--- src/rtl/acc_requant.sv ---
// acc_requant: requantizes signed 32-bit accumulator beats to saturated int8
// (Q15 multiply, rounding shift, zero point, optional ReLU) over three stages.
module acc_requant #(
  parameter int PIPE_DEPTH = 3,
  parameter int CNT_W      = 16
) (
  input  logic             clk,
  input  logic             rst_n,
  input  logic             clr,
  input  logic             in_valid,
  output logic             in_ready,
  input  logic [31:0]      in_acc,
  input  logic             in_last,
  input  logic [15:0]      cfg_mult,
  input  logic [4:0]       cfg_shift,
  input  logic [7:0]       cfg_zp,
  input  logic             cfg_relu,
  output logic             out_valid,
  input  logic             out_ready,
  output logic [7:0]       out_data,
  output logic             out_last,
  output logic             out_sat,
  output logic [CNT_W-1:0] sat_count
);

  if (PIPE_DEPTH != 3) begin : g_depth_check
    $error("acc_requant supports PIPE_DEPTH = 3 only");
  end

  localparam logic [CNT_W-1:0] CNT_MAX = {CNT_W{1'b1}};
  localparam logic [CNT_W-1:0] CNT_ONE = {{(CNT_W-1){1'b0}}, 1'b1};

  // Round half toward +inf; the bias term is unused when the shift is zero.
  function automatic logic signed [47:0] round_shift(
    input logic signed [47:0] p,
    input logic [4:0]         sh
  );
    logic signed [47:0] biased;
    biased = p + (48'sd1 <<< (sh - 5'd1));
    if (sh == 5'd0) begin
      round_shift = p;
    end else begin
      round_shift = biased >>> sh;
    end
  endfunction

  // Returns {sat, int8} after zero point, optional ReLU floor and clamping.
  function automatic logic [8:0] zp_relu_clamp(
    input logic signed [47:0] r,
    input logic [7:0]         zp,
    input logic               relu
  );
    logic signed [47:0] zp_ext;
    logic signed [47:0] t_raw;
    logic signed [47:0] t;
    zp_ext = $signed({{40{zp[7]}}, zp});
    t_raw  = r + zp_ext;
    if (relu && (t_raw < zp_ext)) begin
      t = zp_ext;
    end else begin
      t = t_raw;
    end
    if (t > 48'sd127) begin
      zp_relu_clamp = {1'b1, 8'h7F};
    end else if (t < -48'sd128) begin
      zp_relu_clamp = {1'b1, 8'h80};
    end else begin
      zp_relu_clamp = {1'b0, t[7:0]};
    end
  endfunction

  logic               v1_r, v2_r;
  logic signed [47:0] p1_r, r2_r;
  logic               last1_r, last2_r;
  logic [4:0]         shift1_r;
  logic [7:0]         zp1_r, zp2_r;
  logic               relu1_r, relu2_r;
  logic               out_valid_r, out_last_r, out_sat_r;
  logic [7:0]         out_data_r;
  logic [CNT_W-1:0]   sat_count_r;

  logic               adv1_s, adv2_s, adv3_s;
  logic signed [47:0] acc_ext_s, mult_ext_s, prod_s;
  logic [8:0]         res_s;

  assign adv3_s     = !out_valid_r || out_ready;
  assign adv2_s     = !v2_r || adv3_s;
  assign adv1_s     = !v1_r || adv2_s;
  assign in_ready   = adv1_s && !clr;

  assign acc_ext_s  = $signed({{16{in_acc[31]}}, in_acc});
  assign mult_ext_s = $signed({{32{cfg_mult[15]}}, cfg_mult});
  assign prod_s     = acc_ext_s * mult_ext_s;
  assign res_s      = zp_relu_clamp(r2_r, zp2_r, relu2_r);

  // Stage 1: exact product, config captured with the beat.
  always_ff @(posedge clk or negedge rst_n) begin
    if (!rst_n) begin
      v1_r     <= 1'b0;
      p1_r     <= 48'sd0;
      last1_r  <= 1'b0;
      shift1_r <= 5'd0;
      zp1_r    <= 8'd0;
      relu1_r  <= 1'b0;
    end else if (clr) begin
      v1_r <= 1'b0;
    end else if (adv1_s) begin
      v1_r <= in_valid;
      if (in_valid) begin
        p1_r     <= prod_s;
        last1_r  <= in_last;
        shift1_r <= cfg_shift;
        zp1_r    <= cfg_zp;
        relu1_r  <= cfg_relu;
      end
    end
  end

  // Stage 2: rounding arithmetic right shift.
  always_ff @(posedge clk or negedge rst_n) begin
    if (!rst_n) begin
      v2_r    <= 1'b0;
      r2_r    <= 48'sd0;
      last2_r <= 1'b0;
      zp2_r   <= 8'd0;
      relu2_r <= 1'b0;
    end else if (clr) begin
      v2_r <= 1'b0;
    end else if (adv2_s) begin
      v2_r <= v1_r;
      if (v1_r) begin
        r2_r    <= round_shift(p1_r, shift1_r);
        last2_r <= last1_r;
        zp2_r   <= zp1_r;
        relu2_r <= relu1_r;
      end
    end
  end

  // Stage 3: output register; payload only reloads on a new beat so it holds under stall.
  always_ff @(posedge clk or negedge rst_n) begin
    if (!rst_n) begin
      out_valid_r <= 1'b0;
      out_data_r  <= 8'd0;
      out_last_r  <= 1'b0;
      out_sat_r   <= 1'b0;
    end else if (clr) begin
      out_valid_r <= 1'b0;
    end else if (adv3_s) begin
      out_valid_r <= v2_r;
      if (v2_r) begin
        out_data_r <= res_s[7:0];
        out_sat_r  <= res_s[8];
        out_last_r <= last2_r;
      end
    end
  end

  // Saturation event counter, sticky at all-ones.
  always_ff @(posedge clk or negedge rst_n) begin
    if (!rst_n) begin
      sat_count_r <= {CNT_W{1'b0}};
    end else if (clr) begin
      sat_count_r <= {CNT_W{1'b0}};
    end else if (out_valid_r && out_ready && out_sat_r && (sat_count_r != CNT_MAX)) begin
      sat_count_r <= sat_count_r + CNT_ONE;
    end
  end

  assign out_valid = out_valid_r;
  assign out_data  = out_data_r;
  assign out_last  = out_last_r;
  assign out_sat   = out_sat_r;
  assign sat_count = sat_count_r;

endmodule

--- config.mk ---
export PLATFORM = sky130hd
export DESIGN_NAME = acc_requant
export DESIGN_NICKNAME = d
export VERILOG_FILES = /design/src/rtl/acc_requant.sv
export SDC_FILE = /design/constraint.sdc
export NUM_CORES = 2
export LEC_CHECK = 0
export ABC_AREA = 1
export BUFFER_PORTS_ARGS = -buffer_cell sky130_fd_sc_hd__buf_2
export CAP_MARGIN = 15
export CORE_ASPECT_RATIO = 0.6
export CORE_MARGIN = 2
export CORE_UTILIZATION = 25
export DETAILED_ROUTE_END_ITERATION = 8
export GPL_TIMING_DRIVEN = 1
export PLACE_DENSITY = 0.37
export SETUP_SLACK_MARGIN = 0.02
export SYNTH_ARGS = -nofsm -noshare
export SYNTH_HDL_FRONTEND = slang
export SYNTH_SLANG_ARGS = --single-unit
--- constraint.sdc ---
create_clock -name clk -period 5.4 [get_ports clk]
set_input_delay 0.81 -clock clk [delete_from_list [all_inputs] [get_ports clk]]
set_output_delay 0.81 -clock clk [all_outputs]
set_load 0.02 [all_outputs]
==> impl_metrics.ini <==
[cts]
htreeDepth = 4
cts_sinks = 150
clk_latency_ps = 500
cts.path.max_buffers = 2
cts_root_buf = clkbuf_16
cts_tree = built
clk_pin_slew_ps = 80
cts_made_buffers = 17

[detailed_routing]
first_pass_iters = 6
drtIter0Drc = 3334
wl_per_cell_um = 19.4
route.detailed.drc = 0
via_count = 34884
postRouteAntennaNets = 0
routed_wl_um = 147000
vias_per_cell = 4.60

[layout]
antennaDiodeCount = 0
fin_cells = 7577
n_fill_cell = 15180
nNetsFinal = 6528
drive_gt1_frac = 0.219
area_growth_syn_to_layout_pct = 31.5

[global_route]
use_met3 = 0.0559
busiest_layer = met1
grt.total_usage = 0.208
antenna_found_initial = 5
grt_pass1_vias = 34316
grt_overflow = 0
grt_pass1_wl_um = 223000
grt_use_met2 = 0.246
met1_usage = 0.361
grt_max_degree = 133

[run_status]
failed_checks = negative setup slack
status = complete, but fails checks

[flow_run]
drv_cap = 0

[sta]
setup_viol = 36
min_period_ps = 6130
fin_crit_sh = 1.13
max_freq_ghz = 0.163
setup_ws_ps = -727
drv_slew = 0
slew_headroom = 0.372
rsz0062_at_grt = true
hold_ws_ps = 140
skew_ps = 21.8
finalHoldViolCount = 0
tightest_slew_ps = 939

[yosys]
synth_cell_types = 51
ys_seq_area_frac = 0.107
ys_ff_latch = 150
yosysWarnings = 0
synth_flop_cell = dfrtp_1
async_flop_share = 1.00
avgSynthCellArea_um2 = 6.80
synth_enable_flop_cells = 0
synth_nets = 5932
netlist_area_um2 = 34900
synthesis.instances = 5132

[place]
gp_congestion = 0.918
io_buffers = 95
post-place-ws_ps = -1710
dpl.hpwl_um = 126000
dp_cells = 7451

[worst_setup_path]
cp_num_buf_inv = 9
end_kind = flip-flop
slowest_delay_ps = 570
start_kind = input pin
cp_slowest_cell = fa_2
crit_path_frequent_cell = fa_1
crit_type = input pin to flip-flop
cp_max_fo = 6
worstPathRequired_ps = 5820
crit_family = adder cells
critical_path_arrival_ps = 6540

[floorplanning]
core_area_um2 = 139000
die_w_um = 486
die_height_um = 293
dieArea_um2 = 143000
rows = 106
io_pins = 96
start_util = 0.251

[min_path]
hp-class = input pin to async pin
[per-stage QoR]
step,instance area (um2),util,setup TNS [ps]
3_5_place_dp,42200,0.304,-51250
2_1_floorplan,35800,-,-9310
6_report,45900,0.330,-14400
4_1_cts,44800,0.322,-12510
5_1_grt,45900,0.330,-21500
3_3_place_gp,42200,0.304,-51340
[worst register-to-register path: cells and delay by family (launching register included)]
family / cells / cell delay (ps)
simple gates: 24 / 2910
fa+ha+maj: 2 / 740
buf+inv: 5 / 720
flops: 1 / 410
compound gates: 2 / 350
[path summary, 6_finish.rpt]
path,start,to,slack [ps],cells past startpoint
setup / recovery,cfg_mult[3],p1_r[46],-730,27
hold / removal,rst_n,sat_count[5],140,1
setup reg to reg,zp2_r[7],out_data[0],170,33
hold reg to reg,zp1_r[0],zp2_r[0],470,2
max in group asynchronous,rst_n,p1_r[18],4170,2
min in group clk,zp1_r[0],zp2_r[0],470,2
[synthesized netlist by cell type, types with 2 or more instances]
library cell / count / area, um2
nor2_2: 2 / 12.5
buf_2: 3 / 15.0
nand4_2: 2 / 25.0
buf_6: 3 / 33.8
nor4_1: 6 / 37.5
nand3_2: 3 / 30.0
nand3_1: 399 / 2000
buf_1: 20 / 75.1
nand2_2: 2 / 12.5
and3_1: 2 / 12.5
a31oi_1: 58 / 363
ha_1: 244 / 3050
o211ai_1: 9 / 67.6
fa_1: 488 / 9770
dfrtp_1: 150 / 3750
a21oi_1: 239 / 1200
clkbuf_1: 146 / 548
o21bai_1: 18 / 135
o221ai_1: 4 / 35.0
xnor2_1: 43 / 377
a22oi_1: 2 / 15.0
a21boi_0: 6 / 45.0
a21boi_1: 2 / 15.0
o21a_1: 9 / 67.6
or2_2: 57 / 357
a211oi_1: 3 / 22.5
xor2_1: 45 / 394
o21ai_0: 185 / 926
mux2i_1: 4 / 40.0
inv_1: 1035 / 3880
nand4_1: 46 / 288
nor2_1: 355 / 1330
a21o_1: 10 / 75.1
nor3_1: 38 / 190
a31o_2: 2 / 17.5
o21ai_1: 5 / 25.0
nand2_1: 1464 / 5500
nand3b_1: 7 / 52.6
clkinv_1: 3 / 11.3
a41oi_1: 2 / 17.5
[layout make-up]
| cell class | count | area, um2 | share of cell area |
|---|---|---|---|
| flip-flops and latches | 150 | 3760 | 0.0818 |
| inverters | 1038 | 3900 | 0.0850 |
| repair buffers | 749 | 6600 | 0.144 |
| well taps | 1836 | 2300 | 0.0500 |
| clock buffers | 17 | 425 | 0.00927 |
| multi-input cells | 3772 | 28800 | 0.627 |
| clock inverters | 15 | 156 | 0.00341 |
[routing by layer]
metal  vias to the layer above  part of all wire
met1                     16912              0.58
met3                        42             0.087
li1                      16991                 -
met5                         -           0.00020
met2                       935              0.33
met4                         4            0.0043
[repair_timing]
| action | CTS | global route |
|---|---|---|
| hold buffers | 0 | 0 |
| pin swaps | 129 | 116 |
| cloned | 6 | 1 |
| setup buffers | 59 | 37 |
| gates resized for setup | 414 | 248 |
| endpoints found under the setup margin | 44 | 71 |
[registers in the layout, indices dropped and copies added, names as in the netlist]
signal	count
out_last	1
relu1_r	1
shift1_r	5
zp1_r	8
last2_r	1
out_valid	1
zp2_r	8
relu2_r	1
v2_r	1
sat_count	16
out_sat	1
last1_r	1
v1_r	1
r2_r	48
p1_r	48
out_data	8
[cell families (layout without fill, tap and decap cells)]
family                   count (synthesis)  after routing  share of synthesized area
adder cells (fa/ha/maj)                732            732                      0.367
buffers and inverters                 1210           1819                      0.131
XOR/XNOR                                88             88                     0.0221
flip-flops                             150            150                      0.107
AND/OR/NAND/NOR                       2387           2387                      0.283
AO/OA/AOI/OAI                          561            561                     0.0884
multiplexers                             4              4                    0.00115
[placed cells by master, fill, tap and decap left out, types with 74 or more instances in the layout]
cell type,count
buf_4,539
buf_6,74
o21ai_0,131
ha_1,201
fa_1,449
nand3_1,384
a21oi_1,193
nor2_1,303
dfrtp_1,148
nand2_1,1380
inv_1,971
Power is left out: the tool's default activity adds up to more than one toggle a clock period on the data nets, which glitch-free logic cannot reach.
